[src/rtl/ln_request_sequencer_pkg.sv]
// Shared definitions for the request sequencer and the linearizer/normalizer core:
// word widths, timeout default and the sequencer state encoding.
package ln_request_sequencer_pkg;

  localparam int unsigned LN_P              = 32;   // sample/result word width
  localparam int unsigned LN_TO_CYC_DEFAULT = 255;  // default WAIT_ACK cycle budget
  localparam int unsigned LN_RES_W          = 32;   // core result width
  localparam int unsigned LN_CNT_W          = 16;   // timeout counter width
  localparam int unsigned LN_DONE_W         = 16;   // delivered-result counter width

  typedef enum logic [2:0] {
    ST_IDLE     = 3'd0,
    ST_CLEAR    = 3'd1,
    ST_START    = 3'd2,
    ST_WAIT_ACK = 3'd3,
    ST_OUT      = 3'd4,
    ST_ABORT    = 3'd5
  } ln_state_e;

  // Last counter value of a WAIT_ACK window that is to_cyc cycles long.
  function automatic logic [LN_CNT_W-1:0] ln_term_count(input int unsigned to_cyc);
    return LN_CNT_W'(to_cyc - 1);
  endfunction

endpackage

[src/rtl/ln_request_sequencer_timeout_counter.sv]
// ln_timeout_counter: counts WAIT_ACK cycles for the request sequencer.
// Ports:
//   clk, rst_n : clock, asynchronous active-low reset
//   load       : clear the count to 0 (takes priority over enable)
//   enable     : advance the count by one (holds at the terminal value)
//   tc_c       : combinational flag, count equals TO_CYC-1
module ln_timeout_counter
  import ln_request_sequencer_pkg::*;
#(
  parameter int unsigned TO_CYC = LN_TO_CYC_DEFAULT
) (
  input  logic clk,
  input  logic rst_n,
  input  logic load,
  input  logic enable,
  output logic tc_c
);

  localparam logic [LN_CNT_W-1:0] TERM = ln_term_count(TO_CYC);

  logic [LN_CNT_W-1:0] cnt;

  // Cycle counter; saturates at the terminal value.
  always_ff @(posedge clk or negedge rst_n) begin
    if (!rst_n) begin
      cnt <= '0;
    end else if (load) begin
      cnt <= '0;
    end else if (enable && !tc_c) begin
      cnt <= cnt + LN_CNT_W'(1);
    end
  end

  assign tc_c = (cnt == TERM);

endmodule

[src/rtl/ln_request_sequencer.sv]
// ln_request_sequencer: accepts one floating-point sample at a time, clears and
// starts the linearizer/normalizer core, waits (bounded) for its acknowledge and
// hands the result downstream over a valid/ready handshake.
// Ports:
//   clk, rst_n                         : clock, asynchronous active-low reset
//   sample_in/sample_valid/sample_ready: upstream sample handshake
//   t                                  : registered sample presented to the core
//   rst_fsm_ln_ff, begin_fsm_ln        : one-cycle clear / start pulses to the core
//   ack_ff, result                     : core completion level and result word
//   data_out/data_valid/data_ready     : downstream result handshake
//   busy, timeout_err, done_cnt        : status, timeout pulse, delivered count
module ln_request_sequencer
  import ln_request_sequencer_pkg::*;
#(
  parameter int unsigned P      = LN_P,
  parameter int unsigned TO_CYC = LN_TO_CYC_DEFAULT
) (
  input  logic                 clk,
  input  logic                 rst_n,
  input  logic [P-1:0]         sample_in,
  input  logic                 sample_valid,
  output logic                 sample_ready,
  output logic [P-1:0]         t,
  output logic                 rst_fsm_ln_ff,
  output logic                 begin_fsm_ln,
  input  logic                 ack_ff,
  input  logic [LN_RES_W-1:0]  result,
  output logic [LN_RES_W-1:0]  data_out,
  output logic                 data_valid,
  input  logic                 data_ready,
  output logic                 busy,
  output logic                 timeout_err,
  output logic [LN_DONE_W-1:0] done_cnt
);

  ln_state_e             state;
  ln_state_e             state_nxt;
  logic [P-1:0]          t_nxt;
  logic [LN_RES_W-1:0]   data_out_nxt;
  logic [LN_DONE_W-1:0]  done_cnt_nxt;
  logic                  cnt_load_c;
  logic                  cnt_en_c;
  logic                  tc_c;

  ln_timeout_counter #(
    .TO_CYC (TO_CYC)
  ) u_timeout (
    .clk    (clk),
    .rst_n  (rst_n),
    .load   (cnt_load_c),
    .enable (cnt_en_c),
    .tc_c   (tc_c)
  );

  // Next-state and datapath update; ack_ff is only looked at in WAIT_ACK, and an
  // acknowledge on the terminal cycle takes precedence over the timeout.
  always_comb begin
    state_nxt    = state;
    t_nxt        = t;
    data_out_nxt = data_out;
    done_cnt_nxt = done_cnt;
    cnt_load_c   = 1'b0;
    cnt_en_c     = 1'b0;
    case (state)
      ST_IDLE: begin
        if (sample_valid && sample_ready) begin
          t_nxt     = sample_in;
          state_nxt = ST_CLEAR;
        end
      end
      ST_CLEAR: begin
        state_nxt = ST_START;
      end
      ST_START: begin
        cnt_load_c = 1'b1;
        state_nxt  = ST_WAIT_ACK;
      end
      ST_WAIT_ACK: begin
        if (ack_ff) begin
          data_out_nxt = result;
          state_nxt    = ST_OUT;
        end else if (tc_c) begin
          state_nxt = ST_ABORT;
        end else begin
          cnt_en_c = 1'b1;
        end
      end
      ST_OUT: begin
        if (data_ready) begin
          done_cnt_nxt = done_cnt + LN_DONE_W'(1);
          state_nxt    = ST_IDLE;
        end
      end
      ST_ABORT: begin
        state_nxt = ST_IDLE;
      end
      default: begin
        state_nxt = ST_IDLE;
      end
    endcase
  end

  // State and registered outputs; the status/pulse outputs are decoded from the
  // next state so they line up with the state they describe.
  always_ff @(posedge clk or negedge rst_n) begin
    if (!rst_n) begin
      state         <= ST_IDLE;
      t             <= '0;
      data_out      <= '0;
      done_cnt      <= '0;
      sample_ready  <= 1'b0;
      busy          <= 1'b0;
      rst_fsm_ln_ff <= 1'b0;
      begin_fsm_ln  <= 1'b0;
      data_valid    <= 1'b0;
      timeout_err   <= 1'b0;
    end else begin
      state         <= state_nxt;
      t             <= t_nxt;
      data_out      <= data_out_nxt;
      done_cnt      <= done_cnt_nxt;
      sample_ready  <= (state_nxt == ST_IDLE);
      busy          <= (state_nxt != ST_IDLE);
      rst_fsm_ln_ff <= (state_nxt == ST_CLEAR) || (state_nxt == ST_ABORT);
      begin_fsm_ln  <= (state_nxt == ST_START);
      data_valid    <= (state_nxt == ST_OUT);
      timeout_err   <= (state_nxt == ST_ABORT);
    end
  end

endmodule

[config.mk]
export PLATFORM = sky130hd
export DESIGN_NAME = ln_request_sequencer
export DESIGN_NICKNAME = d
export VERILOG_FILES = /design/src/rtl/ln_request_sequencer_pkg.sv /design/src/rtl/ln_request_sequencer_timeout_counter.sv /design/src/rtl/ln_request_sequencer.sv
export SDC_FILE = /design/constraint.sdc
export NUM_CORES = 1
export LEC_CHECK = 0
export CAP_MARGIN = 40
export CORE_ASPECT_RATIO = 1.4
export CORE_UTILIZATION = 38
export CTS_CLUSTER_DIAMETER = 100
export DETAILED_ROUTE_END_ITERATION = 8
export DONT_BUFFER_PORTS = 1
export PLACE_DENSITY_LB_ADDON = 0.12
export REMOVE_ABC_BUFFERS = 1
export SETUP_SLACK_MARGIN = 0.05
export SKIP_LAST_GASP = 1
export SYNTH_ARGS = -nofsm -noshare
export SYNTH_HDL_FRONTEND = slang
export SYNTH_SLANG_ARGS = --single-unit
[constraint.sdc]
create_clock -name clk -period 1.9 [get_ports clk]
set_input_delay 0.19 -clock clk [delete_from_list [all_inputs] [get_ports clk]]
set_output_delay 0.19 -clock clk [all_outputs]
set_load 0.03 [all_outputs]
==> results.tsv <==
metric	value	unit
status	finished, violations left	
failing checks	hold timing	
clock root cell	clkbuf_16	
most used routing layer	met2	
RSZ-0062 raised after global routing	false	
fill count	1031	
hold_ws	-460	ps
CTS max path bufs	2	
Total GRT Usage	15.0	%
WL/cell	16.1	um
Tot Pwr	8.36	mW
worst-skew pair later-pin latency	340	ps
synth top area cells	dfrtp_1, mux2_2, mux2_1	
Post-Route WL	8.93	mm
Final Critical Period	1660	ps
number of H-tree levels	3	
setup ws final	237	ps
post-synth cell types	49	
adder-cell area share of the yosys netlist	0.858	%
max frequency	601	MHz
layout cell share with drive strength beyond 1	21.5	%
DIE HEIGHT	129	um
Area Growth Syn to Fin	27.0	%
EDFF count, synth	0	
setup total negative slack	0	ps
Critical Path, Cell by Cell	nor2b_2, nand4_4, or4_1, a21oi_1	
Post-DRT Antenna Nets	0	
top cell type's share of synthesized area	60.1	%
YS warnings	0	
placer congestion estimate	0.737	
Starting Density	38.8	%
CTS tree	built	
total CTS buffers	9	
R2R depth	4	
Commonest cells post-synth	dfrtp_1, mux2_2, nand2_1	
initial DRC count	83	
Leak	2.45	nW
predominant post-synthesis flop cell	dfrtp_1	
Post-Synth Simple-Gate Area	12.6	%
postcts setup bufs	0	
Pins Over Slew Limit	0	
largest net degree at the start of global routing	106	
Setup WS pre-CTS	215	ps
sequential-to-total area share from yosys stat	60.1	%
synthesized-area fraction occupied by xor and xnor cells	3.00	%
Final Cell Area	5550	um2
Req. time, crit path	2160	ps
via count	2846	
largest family of logic cells by synthesized area	multiplexers	
worst setup path class	flop to flop	
Async SR Flop Fraction	100	%
Hold/Removal Path Class	input port to asynchronous set/reset pin	
Setup Skew	8.48	ps
vias in the first global route	2813	
area leader, netlist	dfrtp_1	
Chip Width	92.7	um
CP max stage delay	490	ps
Yosys reg bits	105	
TritonRoute pass-1 iters	6	
Worst Tran Pin Value	422	ps
most common cell in the netlist	dfrtp_1	
Worst setup SP type	flop	
Via density	5.13	
GR Util met1	18.1	%
nets	477	
IO buf count	0	
power per cell area	1510	nW/um2
Syn Area/Cell	13.4	um2
Tcrit/Tclk final	87.5	%
total die area	12000	um2
met2 Use GR	25.3	%
CTS sink count	105	
synthesized area	4370	um2
placed cell count	474	
CTS clk-pin slew, worst paths	70	ps
hpwl dp	5.99	mm
Worst VDD drop	0.711	mV
R2R setup slack	240	ps
cts-stage hold buffer count	64	
Rel. slew slack	71.9	%
CP endpoint kind	flop	
final setup fails	0	
Syn Inst Count	327	
fin cells	555	
max_cap viols	0	
critical path fanouts, max	8	
CP max stage cell	or4_1	
grt met3 use	4.73	%
Top Ports	155	
Layout Utilization	49.2	%
post-synthesis mux area share	17.6	%
core area	11300	um2
first-pass GRT wire length	14.1	mm
initial antenna violation count	2	
Synth Area in Compound Gates	4.26	%
final hold violation count	105	
grt ovf	0	
drt drc	0	
Worst EP arrival	1920	ps
cell row count	46	
Cell Area, Placed	4630	um2
-- report_power, final --
| group | total [mW] | switching (mW) | leakage, nW | internal, mW |
|---|---|---|---|---|
| registers | 5.04 | 2.02 | 1.33 | 3.01 |
| logic | 1.59 | 0.679 | 0.996 | 0.909 |
| clock network | 1.74 | 0.834 | 0.128 | 0.902 |
-- cells in the final DEF, fill, tap and decap left out, types with 4 or more instances in the layout --
cell and count:
dfrtp_1 105, dlygate4sd3_1 64, mux2_2 44, nand2_1 29
mux2_1 20, buf_4 13, a21oi_1 11, nand3_1 10
xnor2_1 10, clkbuf_16 9, and3_1 8, nor2_1 6
nand4_1 6, xor2_1 5, mux2i_1 5, o31ai_1 4
nor3_1 4, o21ai_0 4, or3_1 4
-- path summary, 6_finish.rpt --
check	to	start
worst max-delay path	u_timeout.cnt[15]	state[2]
worst min-delay path	done_cnt[11]	rst_n
worst max register to register	u_timeout.cnt[15]	state[2]
worst min register to register	u_timeout.cnt[4]	u_timeout.cnt[4]
max in group asynchronous	u_timeout.cnt[9]	rst_n
min in group clk	state[0]	ack_ff
-- area by class of cell --
type,count,area (um2),area share (%)
multi-input cells,208,1680,30.2
clock inverters,6,53.8,0.969
inverters,2,7.51,0.135
repair buffers,79,778,14.0
clock buffers,9,225,4.05
well taps,144,180,3.24
flip-flops and latches,105,2630,47.3
diodes,2,5.00,0.0901
-- routing by layer --
metal,up-vias,share of wire (%)
li1,1327,-
met1,1410,40
met2,99,52
met3,10,6.4
met4,0,1.5
met5,-,0
-- state kept, by name (all words and copies together) (netlist names) --
signal         count
begin_fsm_ln       1
busy               1
data_out          32
data_valid         1
done_cnt          16
rst_fsm_ln_ff      1
sample_ready       1
state              3
t                 32
timeout_err        1
u_timeout.cnt     16
-- worst max-delay path: cells and delay by family, from the launching register on --
kind,cells,cell delay (ps)
compound gates,1,140
flops,1,450
simple gates,3,990
-- kinds of logic (layout without fill, tap and decap cells) --
logic type	Yosys count	after routing
DFF	105	105
and+or+nand+nor	92	92
muxes	69	69
AOI/OAI and AO/OA	29	29
xor gates and xnor gates	15	15
buffers and inverters	14	96
adders and majority gates	3	3
other	0	2
-- what timing repair did --
action / in CTS / in global routing
endpoints found under the hold margin: 169 / 105
gates resized for setup: 0 / 1
setup endpoints to repair: 0 / 1
No activity file was read; power rests on OpenSTA's default activity.
